**src/rtl/uart_tx_pkg.sv**
```systemverilog
// Shared UART transmitter definitions: FSM state codes and oversampling ratio.
// The ratio matches the receiver, so both ends can run from the same baud tick.
package uart_tx_pkg;

  localparam int UART_OVERSAMPLE = 16;

  typedef enum logic [1:0] {
    TX_IDLE  = 2'd0,
    TX_START = 2'd1,
    TX_DATA  = 2'd2,
    TX_STOP  = 2'd3
  } tx_state_e;

  function automatic logic cnt_last(input logic [3:0] cnt);
    return cnt == 4'(UART_OVERSAMPLE - 1);
  endfunction

endpackage

```
**src/rtl/uart_tx_fifo.sv**
```systemverilog
// Byte FIFO between the CPU store path and the line FSM; dout is registered storage.
// Latency 1 cycle (write to empty is visible next cycle); push while full is accepted only with a pop.
module uart_tx_fifo #(
  parameter int DEPTH = 4
) (
  input  logic       clock,
  input  logic       reset,
  input  logic       push,
  input  logic       pop,
  input  logic [7:0] din,
  output logic [7:0] dout,
  output logic       full,
  output logic       empty
);

  localparam int AW = (DEPTH > 1) ? $clog2(DEPTH) : 1;

  logic [7:0]    mem_q [DEPTH];
  logic [AW-1:0] wr_ptr_q, rd_ptr_q;
  logic [AW:0]   count_q;
  logic          push_ok, pop_ok;

  assign pop_ok  = pop && !empty;
  assign push_ok = push && (!full || pop_ok);

  always_ff @(posedge clock) begin
    if (push_ok) begin
      mem_q[wr_ptr_q] <= din;
    end
  end

  // Power-of-two depth lets the pointers wrap naturally.
  always_ff @(posedge clock) begin
    if (reset) begin
      wr_ptr_q <= '0;
      rd_ptr_q <= '0;
      count_q  <= '0;
    end else begin
      if (push_ok) wr_ptr_q <= wr_ptr_q + AW'(1);
      if (pop_ok)  rd_ptr_q <= rd_ptr_q + AW'(1);
      case ({push_ok, pop_ok})
        2'b10:   count_q <= count_q + (AW+1)'(1);
        2'b01:   count_q <= count_q - (AW+1)'(1);
        default: count_q <= count_q;
      endcase
    end
  end

  assign dout  = mem_q[rd_ptr_q];
  assign full  = (count_q == (AW+1)'(DEPTH));
  assign empty = (count_q == '0);

endmodule

```
**src/rtl/uart_tx.sv**
```systemverilog
// 8N1/8N2 UART transmitter with byte FIFO, bit timing from a shared 16x baud tick.
// Frame is 16*(9+STOP_BITS) ticks; writes to a full FIFO are dropped (sticky overflow) unless popped same cycle.
module uart_tx
  import uart_tx_pkg::*;
#(
  parameter int FIFO_DEPTH = 4,
  parameter int STOP_BITS  = 1
) (
  input  logic       clock,
  input  logic       reset,
  input  logic       tick,
  input  logic       wr_en,
  input  logic [7:0] data_in,
  output logic       tx,
  output logic       busy,
  output logic       full,
  output logic       overflow
);

  tx_state_e  state_q, state_d;
  logic [3:0] cnt_q, cnt_d;
  logic [2:0] bit_q, bit_d;
  logic       stop_q, stop_d;
  logic [7:0] shift_q, shift_d;
  logic       tx_q, tx_d;
  logic       overflow_q, overflow_d;

  logic       pop, push, fifo_full, fifo_empty, last_stop;
  logic [7:0] fifo_dout;

  assign push       = wr_en && (!fifo_full || pop);
  assign overflow_d = overflow_q || (wr_en && !push);
  assign last_stop  = (stop_q == 1'(STOP_BITS - 1));

  uart_tx_fifo #(.DEPTH(FIFO_DEPTH)) u_fifo (
    .clock (clock),
    .reset (reset),
    .push  (push),
    .pop   (pop),
    .din   (data_in),
    .dout  (fifo_dout),
    .full  (fifo_full),
    .empty (fifo_empty)
  );

  always_ff @(posedge clock) begin
    if (reset) begin
      state_q    <= TX_IDLE;
      cnt_q      <= '0;
      bit_q      <= '0;
      stop_q     <= 1'b0;
      shift_q    <= '0;
      tx_q       <= 1'b1;
      overflow_q <= 1'b0;
    end else begin
      state_q    <= state_d;
      cnt_q      <= cnt_d;
      bit_q      <= bit_d;
      stop_q     <= stop_d;
      shift_q    <= shift_d;
      tx_q       <= tx_d;
      overflow_q <= overflow_d;
    end
  end

  always_comb begin
    state_d = state_q;
    if (tick) begin
      case (state_q)
        TX_IDLE:  if (!fifo_empty) state_d = TX_START;
        TX_START: if (cnt_last(cnt_q)) state_d = TX_DATA;
        TX_DATA:  if (cnt_last(cnt_q) && bit_q == 3'd7) state_d = TX_STOP;
        TX_STOP:  if (cnt_last(cnt_q) && last_stop) state_d = fifo_empty ? TX_IDLE : TX_START;
        default:  state_d = TX_IDLE;
      endcase
    end
  end

  always_comb begin
    cnt_d   = cnt_q;
    bit_d   = bit_q;
    stop_d  = stop_q;
    shift_d = shift_q;
    tx_d    = tx_q;
    pop     = 1'b0;
    if (tick) begin
      case (state_q)
        TX_IDLE: begin
          tx_d = 1'b1;
          if (!fifo_empty) begin
            pop     = 1'b1;
            shift_d = fifo_dout;
            tx_d    = 1'b0;
            cnt_d   = '0;
          end
        end
        TX_START: begin
          cnt_d = cnt_q + 4'd1;
          if (cnt_last(cnt_q)) begin
            tx_d  = shift_q[0];
            bit_d = '0;
            cnt_d = '0;
          end
        end
        TX_DATA: begin
          cnt_d = cnt_q + 4'd1;
          if (cnt_last(cnt_q)) begin
            cnt_d = '0;
            if (bit_q != 3'd7) begin
              shift_d = {1'b0, shift_q[7:1]};
              tx_d    = shift_q[1];
              bit_d   = bit_q + 3'd1;
            end else begin
              tx_d   = 1'b1;
              stop_d = 1'b0;
            end
          end
        end
        TX_STOP: begin
          tx_d  = 1'b1;
          cnt_d = cnt_q + 4'd1;
          if (cnt_last(cnt_q)) begin
            cnt_d  = '0;
            stop_d = stop_q + 1'b1;
            // Back-to-back frames: the last stop tick doubles as the next start tick.
            if (last_stop) begin
              stop_d = 1'b0;
              if (!fifo_empty) begin
                pop     = 1'b1;
                shift_d = fifo_dout;
                tx_d    = 1'b0;
              end
            end
          end
        end
        default: tx_d = 1'b1;
      endcase
    end
  end

  assign tx       = tx_q;
  assign busy     = (state_q != TX_IDLE) || !fifo_empty;
  assign full     = fifo_full;
  assign overflow = overflow_q;

endmodule
```
**config.mk**
```make
export PLATFORM = sky130hd
export DESIGN_NAME = uart_tx
export DESIGN_NICKNAME = d
export VERILOG_FILES = /design/src/rtl/uart_tx_pkg.sv /design/src/rtl/uart_tx_fifo.sv /design/src/rtl/uart_tx.sv
export SDC_FILE = /design/constraint.sdc
export NUM_CORES = 1
export LEC_CHECK = 0
export ABC_AREA = 1
export BUFFER_PORTS_ARGS = -buffer_cell sky130_fd_sc_hd__buf_2
export CELL_PAD_IN_SITES_DETAIL_PLACEMENT = 1
export CELL_PAD_IN_SITES_GLOBAL_PLACEMENT = 2
export CORE_ASPECT_RATIO = 0.75
export CORE_MARGIN = 3
export CORE_UTILIZATION = 38
export CTS_CLUSTER_DIAMETER = 40
export CTS_CLUSTER_SIZE = 25
export DETAILED_ROUTE_END_ITERATION = 10
export PLACE_DENSITY_LB_ADDON = 0.25
export SYNTH_ARGS = -nofsm -noshare
export SYNTH_HDL_FRONTEND = slang
export SYNTH_SLANG_ARGS = --single-unit
```
**constraint.sdc**
```tcl
create_clock -name clock -period 2.5 [get_ports clock]
set_input_delay 0.25 -clock clock [delete_from_list [all_inputs] [get_ports clock]]
set_output_delay 0.25 -clock clock [all_outputs]
set_load 0.05 [all_outputs]
```
==> results.md, run 1 <==
- Number of global-route vias before repair: 2059
- Most frequent cells in the layout: 49 x nor2_1, 36 x nand2_1, 32 x edfxtp_1
- Fraction of layout instances using a drive strength above 1: 0.206
- Fin Hold WS: 0.123 ns
- All-Layer GR Usage: 0.154
- Nets@finish: 347
- Post-Synthesis Cell Area: 2760 um2
- Syn_nets: 323
- Global-route wire length before repair: 9950 um
- Hold_sp: data_in[6]
- Vias: 2012
- # rows: 26
- Core Area: 6930 um2
- Max-slew headroom: 0.650
- Pin count of the biggest net entering global routing: 18
- Fmax: 0.421 GHz
- Status: finished clean
- Final Critical Period: 2.37 ns
- Placed insts: 407
- Iter 0 DRT Violations: 70
- DRC: 0
- Initial antenna violation count: 0
- CP startpoint kind: flip-flop
- Clock Root Buffer: clkbuf_8
- CP Launch Point: cnt_q[0]
- Die area: 8320 um2
- Routability congestion estimate: 0.758
- Most common cell after layout, fill and taps aside: nor2_1
- Routed wire length: 5930 um
- Kind of critical path: flip-flop to flip-flop
- Pleak: 0.00127 uW
- Die H: 79.8 um
- Die Span X: 104 um
- Post-Synthesis Cells: 297
- Pre-CTS WS: -0.0290 ns
- WL per Instance: 14.0 um
- Port bufs: 15
- Final worst slack: 0.125 ns
- # Max-Cap Violations: 0
- Measured slew at the worst slew-check pin: 0.525 ns
- Post-DP HPWL: 4260 um
- Max VDD drop: 0.000352 V
- Setup TNS: 0 ns
- Sink Count: 60
- CP arrival: 2.60 ns
- Post-route antenna net violation count: 0
- Yosys Warn Count: 0
- Seq/Total Area, Yosys: 0.552
- CTS tree: yes
- Pwr Density: 1100 nW/um2
- Crit end category: flip-flop
- Fin crit share: 0.950
- Grt ovf: 0
- IO Count: 16
- Syn_area_per_cell: 9.28 um2
- Via density: 4.75
- Setup violators final: 0
- Primary FF master, synth: edfxtp_1
- Drt pass-1 iters: 4
- Fill count: 798
- Top fanout value on the critical path: 7
- Area grow syn2layout: 15.9%
- Synth unique cells: 30
- Data required, critical path: 2.72 ns
- Asr flop ratio synth: 0
- Final hold vios: 0
- Hold Path Class: input pin to flip-flop
- Yosys reg bits: 60
- Clk_skew: 0.00731 ns
- Non-Filler Instances: 424
- Fin. max-slew vios: 0
- Starting Density: 0.398
- Htree depth: 3
- Hold-fix buffers, CTS: 0
- R2r startpoint: cnt_q[0]
- CTS max path bufs: 2
- N_diodes: 0
- Clock buffer count from CTS: 9
- Clock slew at reported path FFs: 0.07 ns
- Post-synth EDFFs: 32
- Clock Latency Late Sink: 0.34 ns
[area by class of cell]
type                            instances  area [um2]  area share
Multi-Input combinational cell        198        1110       0.347
Inverter                               31         116      0.0364
Clock inverter                          7        75.1      0.0235
Sequential cell                        60        1530       0.478
Clock buffer                            9         124      0.0388
Timing Repair Buffer                   21         120      0.0376
Tap cell                               98         123      0.0384
[cells by family (layout without fill, tap and decap cells)]
logic type	count (synthesis)	in the layout	share of synthesized area
flip-flops	60	60	0.552
XOR/XNOR	2	2	0.00636
buffers and inverters	39	68	0.0586
AO/OA/AOI/OAI	67	67	0.134
AND/OR/NAND/NOR	115	115	0.182
adder cells (fa/ha/maj)	14	14	0.0663
[flip-flops by register name, indices dropped and copies added (netlist names), 2 cells and up, named ones only]
| register | cells |
|---|---|
| state_q | 2 |
| u_fifo.wr_ptr_q | 2 |
| u_fifo.rd_ptr_q | 2 |
| cnt_q | 4 |
| shift_q | 8 |
| bit_q | 3 |
| u_fifo.mem_q | 32 |
| u_fifo.count_q | 3 |
[cells in the mapped netlist (2+ instances only)]
library cell	n	area (um2)
nor2_1	51	191
nand2_1	37	139
edfxtp_1	32	961
dfxtp_1	28	561
a21oi_1	26	130
inv_1	25	93.8
o21ai_0	25	125
ha_1	13	163
nand3_1	11	55.1
o211ai_1	7	52.6
inv_2	6	22.5
nand2_2	6	37.5
nor2_2	4	25.0
o21ai_1	4	20.0
buf_2	3	15.0
clkbuf_1	3	11.3
a21oi_2	2	17.5
xor2_1	2	17.5
[per-stage QoR]
| step | utilization | power [uW] | instance area [um2] |
|---|---|---|---|
| after floorplan | - | 2330 | 2770 |
| after global placement | 0.427 | 2600 | 2960 |
| after detailed placement | 0.427 | 2640 | 2960 |
| after CTS | 0.456 | 3530 | 3160 |
| after global routing | 0.461 | 3820 | 3200 |
| final | 0.461 | 3530 | 3200 |
[final timing paths]
check	endpoint	slack, ns	depth (start not counted)
setup / recovery	u_fifo.count_q[2]	0.13	14
hold / removal	u_fifo.mem_q[2][6]	0.12	1
setup reg to reg	u_fifo.count_q[2]	0.13	14
hold reg to reg	overflow	0.46	2
[critical path: stages, from the launching register on]
cell     delay, ns
dfxtp_1       0.37
ha_2          0.22
nand2_1       0.08
nor2_2        0.12
nand3_1       0.10
nand2_2       0.09
nand2_4       0.08
inv_1         0.08
ha_1          0.14
inv_1         0.07
fa_1          0.45
a21oi_1       0.16
o21ai_1       0.10
o21ai_1       0.13
a21oi_1       0.05
[what timing repair did]
item	4_1_cts	5_1_grt
endpoints found under the hold margin	0	0
resized for setup	2	11
buffers inserted	0	1
gates cloned	0	0
setup endpoints to repair	1	2
pin swaps	0	0
[report_power, final]
| group | switching [uW] | internal (uW) |
|---|---|---|
| Clock | 408 | 464 |
| Combinational | 914 | 431 |
| Sequential | 103 | 1210 |
| Total | 1420 | 2100 |
[metal layers]
| layer | track usage | vias to the layer above | wire length (um) |
|---|---|---|---|
| li1 | - | 1039 | - |
| met1 | 0.209 | 941 | 3060 |
| met2 | 0.230 | 25 | 2620 |
| met3 | 0.0509 | 7 | 193 |
| met4 | 0.0584 | 0 | 63 |
| met5 | 0 | - | 0 |
Power figures use the tool's default switching activity.
==> run 2: changes to the inputs <==
--- a/config.mk
+++ b/config.mk
@@ -5,13 +5,12 @@
 export SDC_FILE = /design/constraint.sdc
 export NUM_CORES = 1
 export LEC_CHECK = 0
-export ABC_AREA = 1
 export BUFFER_PORTS_ARGS = -buffer_cell sky130_fd_sc_hd__buf_2
 export CELL_PAD_IN_SITES_DETAIL_PLACEMENT = 1
 export CELL_PAD_IN_SITES_GLOBAL_PLACEMENT = 2
 export CORE_ASPECT_RATIO = 0.75
 export CORE_MARGIN = 3
-export CORE_UTILIZATION = 38
+export CORE_UTILIZATION = 40
 export CTS_CLUSTER_DIAMETER = 40
 export CTS_CLUSTER_SIZE = 25
 export DETAILED_ROUTE_END_ITERATION = 10
==> run 2 against run 1 <==
Die area decreased by 5.6%; via count decreased by 14%; worst hold slack improved by 0.011 ns; synthesized cell count decreased by 29%; clock-buffer cell count increased by 4; clock power decreased by 7.1%; non-clock buffer count increased by 3; first-iteration DRC count decreased by 8.6%; largest cell class unchanged.
==> results.md, run 2 <==
- Top fanout value on the critical path: 4 (was 7)
- Reg2Reg Capture Point: u_fifo.count_q[2] (unchanged)
- N_diodes: 0 (unchanged)
- Iter 0 DRT Violations: 64 (was 70)
- CP Launch Point: state_q[1] (was cnt_q[0])
- Most common cell after layout, fill and taps aside: edfxtp_1 (was nor2_1)
- Status: finished clean (unchanged)
- Global-route wire length before repair: 9670 um (was 9950 um)
- Max VDD drop: 0.000453 V (was 0.000352 V)
- Biggest register: u_fifo.mem_q (unchanged)
- Sink Count: 60 (unchanged)
- CP arrival: 2.69 ns (was 2.60 ns)
- Comb power frac: 0.377 (was 0.381)
- Die H: 77.5 um (was 79.8 um)
- Worst path slowest cell: dfxtp_4 (was fa_1)
- Post-Synthesis Cell Area: 2730 um2 (was 2760 um2)
- Hold Path Class: input pin to flip-flop (unchanged)
- Area grow syn2layout: 17.1% (was 15.9%)
- Starting Density: 0.423 (was 0.398)
- Final hold vios: 0 (unchanged)
- Power Total: 3520 uW (was 3530 uW)
- Via density: 5.33 (was 4.75)
- Postcts setup bufs: 0 (unchanged)
- Seq/Total Area, Yosys: 0.558 (was 0.552)
- Drt pass-1 iters: 4 (unchanged)
- All-Layer GR Usage: 0.162 (was 0.154)
- Fin crit share: 0.970 (was 0.950)
- Hold-fix buffers, CTS: 0 (unchanged)
- CP Depth: 12 (was 14)
- Met3 WL: 267 um (was 193 um)
- Fin. max-slew vios: 0 (unchanged)
- Final Cell Area: 3190 um2 (was 3200 um2)
- Flop pwr share: 0.393 (was 0.372)
- Post-route antenna net violation count: 0 (unchanged)
- Critical Path Max Stage Delay: 0.38 ns (was 0.45 ns)
- Setup violators final: 0 (unchanged)
- IO Count: 16 (unchanged)
- Port bufs: 15 (unchanged)
- Cell Int Power: 2270 uW (was 2100 uW)
- Clock Root Buffer: clkbuf_8 (unchanged)
- R2r startpoint: state_q[1] (was cnt_q[0])
- Clk_skew: 0.00961 ns (was 0.00731 ns)
- Pin count of the biggest net entering global routing: 28 (was 18)
- End of the critical path: u_fifo.count_q[2] (unchanged)
- Crit end category: flip-flop (unchanged)
- Yosys reg bits: 60 (unchanged)
- Most frequent cells in the layout: 32 x edfxtp_1, 25 x dfxtp_1, 19 x a21oi_1 (was 49 x nor2_1, 36 x nand2_1, 32 x edfxtp_1)
- Initial antenna violation count: 0 (unchanged)
- Routed wire length: 5810 um (was 5930 um)
- DRC: 0 (unchanged)
- R2r setup slk: 0.07 ns (was 0.13 ns)
- # Max-Cap Violations: 0 (unchanged)
- Non-Filler Instances: 323 (was 424)
- Top-count cell post-synth: edfxtp_1 (was nor2_1)
- CP startpoint kind: flip-flop (unchanged)
- Asr flop ratio synth: 0 (unchanged)
- Buf/Inv on CP: 3 (was 2)
- Clock slew at reported path FFs: 0.07 ns (about the same)
- Primary FF master, synth: edfxtp_1 (unchanged)
- CP dominant cell by count: ha_4
- Nets@finish: 263 (was 347)
- Clock Latency Late Sink: 0.33 ns (was 0.34 ns)
- CP cell instances: inv_4, ha_4, a41oi_4, nor4b_4, o21a_4, inv_2, ha_4, inv_1, fa_2, xor2_2, or3_1, a21oi_1 (was ha_2, nand2_1, nor2_2, nand3_1, nand2_2, nand2_4, inv_1, ha_1, inv_1, fa_1, a21oi_1, o21ai_1, o21ai_1, a21oi_1)
- Max-slew headroom: 0.637 (was 0.650)
- Final Critical Period: 2.43 ns (was 2.37 ns)
- Measured slew at the worst slew-check pin: 0.544 ns (was 0.525 ns)
- Synth unique cells: 48 (was 30)
- CTS tree: yes (unchanged)
- Die area: 7860 um2 (was 8320 um2)
- Post-DP HPWL: 4230 um (was 4260 um)
- Ranking of synthesized cells by area: edfxtp_1 35%, dfxtp_1 21%, mux4_2 6.6%, ha_1 6.0%, a21oi_1 3.5% (was edfxtp_1 35%, dfxtp_1 20%, nor2_1 6.9%, ha_1 5.9%, nand2_1 5.0%)
- Vias: 1721 (was 2012)
- Net load switching power: 1250 uW (was 1420 uW)
- Highest Signal Layer: met4 (unchanged)
- Yosys Warn Count: 0 (unchanged)
- Pwr Density: 1100 nW/um2 (about the same)
- FF-to-FF path depth: 12 (was 14)
- Clock power frac: 0.230 (was 0.247)
- Crit-path leading delay family: adder cells (unchanged)
- Syn_area_per_cell: 12.9 um2 (was 9.28 um2)
- Fmax: 0.412 GHz (was 0.421 GHz)
- Post-synth EDFFs: 32 (unchanged)
- Post-Synthesis Cells: 211 (was 297)
- Core Area: 6440 um2 (was 6930 um2)
- Met2 routed WL: 2760 um (was 2620 um)
- Post-DP Area: 2970 um2 (was 2960 um2)
- CTS max path bufs: 2 (unchanged)
- Die Span X: 101 um (was 104 um)
- Syn_nets: 237 (was 323)
- Switching share of total power: 0.356 (was 0.404)
- Clock buffer count from CTS: 9 (unchanged)
- WL per Instance: 18.0 um (was 14.0 um)
- Top cell type's share of synthesized area: 0.352 (was 0.349)
- Kind of critical path: flip-flop to flip-flop (unchanged)
- Biggest area consumer among synthesized cells: edfxtp_1 (unchanged)
- Fraction of layout instances using a drive strength above 1: 0.281 (was 0.206)
- Htree depth: 3 (unchanged)
- Largest regs: u_fifo.mem_q (32), shift_q (8), cnt_q (4) (unchanged)
- WL met1: 2740 um (was 3060 um)
- Pleak: 0.00112 uW (was 0.00127 uW)
- # rows: 25 (was 26)
- Placed insts: 307 (was 407)
- Routability congestion estimate: 0.744 (was 0.758)
- Hold path depth: 1 (unchanged)
- Largest register FFs: 32 (unchanged)
- Grt ovf: 0 (unchanged)
- Data required, critical path: 2.76 ns (was 2.72 ns)
- Top cells by count, synth: 32 x edfxtp_1, 28 x dfxtp_1, 19 x a21oi_1, 13 x ha_1, 13 x nor2_1 (was 51 x nor2_1, 37 x nand2_1, 32 x edfxtp_1, 28 x dfxtp_1, 26 x a21oi_1)
- Number of global-route vias before repair: 1921 (was 2059)
==> run 2: how the worst min path moves through the flow <==
stage                              end  slack [ns]  startpoint
finish              u_fifo.mem_q[2][2]        0.13  data_in[2]
CTS                 u_fifo.mem_q[1][2]        0.12  data_in[2]
global route        u_fifo.mem_q[2][2]        0.12  data_in[2]
detailed placement            overflow        0.44    overflow
floorplan           u_fifo.mem_q[0][0]        0.35  data_in[0]
global placement              overflow        0.43    overflow
==> run 2: cell families after synthesis <==
group / Yosys count / synth area share
xor gates and xnor gates: 3 / 0.00963
DFF: 60 / 0.558
AOI/OAI and AO/OA: 47 / 0.119
muxes: 18 / 0.105
buffers and inverters: 20 / 0.0294
adders and majority gates: 14 / 0.0670
and+or+nand+nor: 49 / 0.112
==> run 2: cell type report <==
cell class	instances	area [um2]
clock buffer	13	139
clock inverter	3	38.8
fill	668	3250
inverter	11	43.8
multi-input combinational	131	1200
sequential	60	1530
tap	81	101
timing repair buffer	24	143
==> run 2: timing repair <==
| action | in CTS | in global routing |
|---|---|---|
| pin swaps | 1 | 6 |
| endpoints found under the setup margin | 1 | 1 |
| gates resized for setup | 5 | 6 |
==> run 2: routing by layer <==
layer | vias up | track usage
met3 | 6 | 0.0512
li1 | 839 | -
met4 | 0 | 0.0478
met1 | 850 | 0.213
met5 | - | 0
met2 | 26 | 0.257
==> run 2: worst register-to-register path: cells and delay by family (launching register included) <==
family                   cells  cell delay [ns]
adder cells (fa/ha/maj)      3             0.66
AO/OA/AOI/OAI                3             0.55
AND/OR/NAND/NOR              2             0.44
flip-flops                   1             0.38
buffers and inverters        3             0.17
XOR/XNOR                     1             0.16
==> run 2: power groups by stage <==
stage	clock, uW	combinational (uW)	sequential, uW
after floorplan	0	982	1350
after global placement	0	1210	1380
after detailed placement	0	1280	1400
after CTS	839	1310	1390
after global routing	880	1480	1410
final	810	1330	1390
==> run 2: through the flow <==
stage | setup slack (ns) | util | setup TNS (ns) | hold slack (ns)
global route | -0.00497 | 0.496 | -0.00497 | 0.121
finish | 0.0745 | 0.496 | 0 | 0.134
CTS | 0.0307 | 0.491 | 0 | 0.117
detailed placement | -0.0878 | 0.460 | -0.0878 | 0.440
global placement | 0.0429 | 0.460 | 0 | 0.429
floorplan | 0.00634 | - | 0 | 0.349
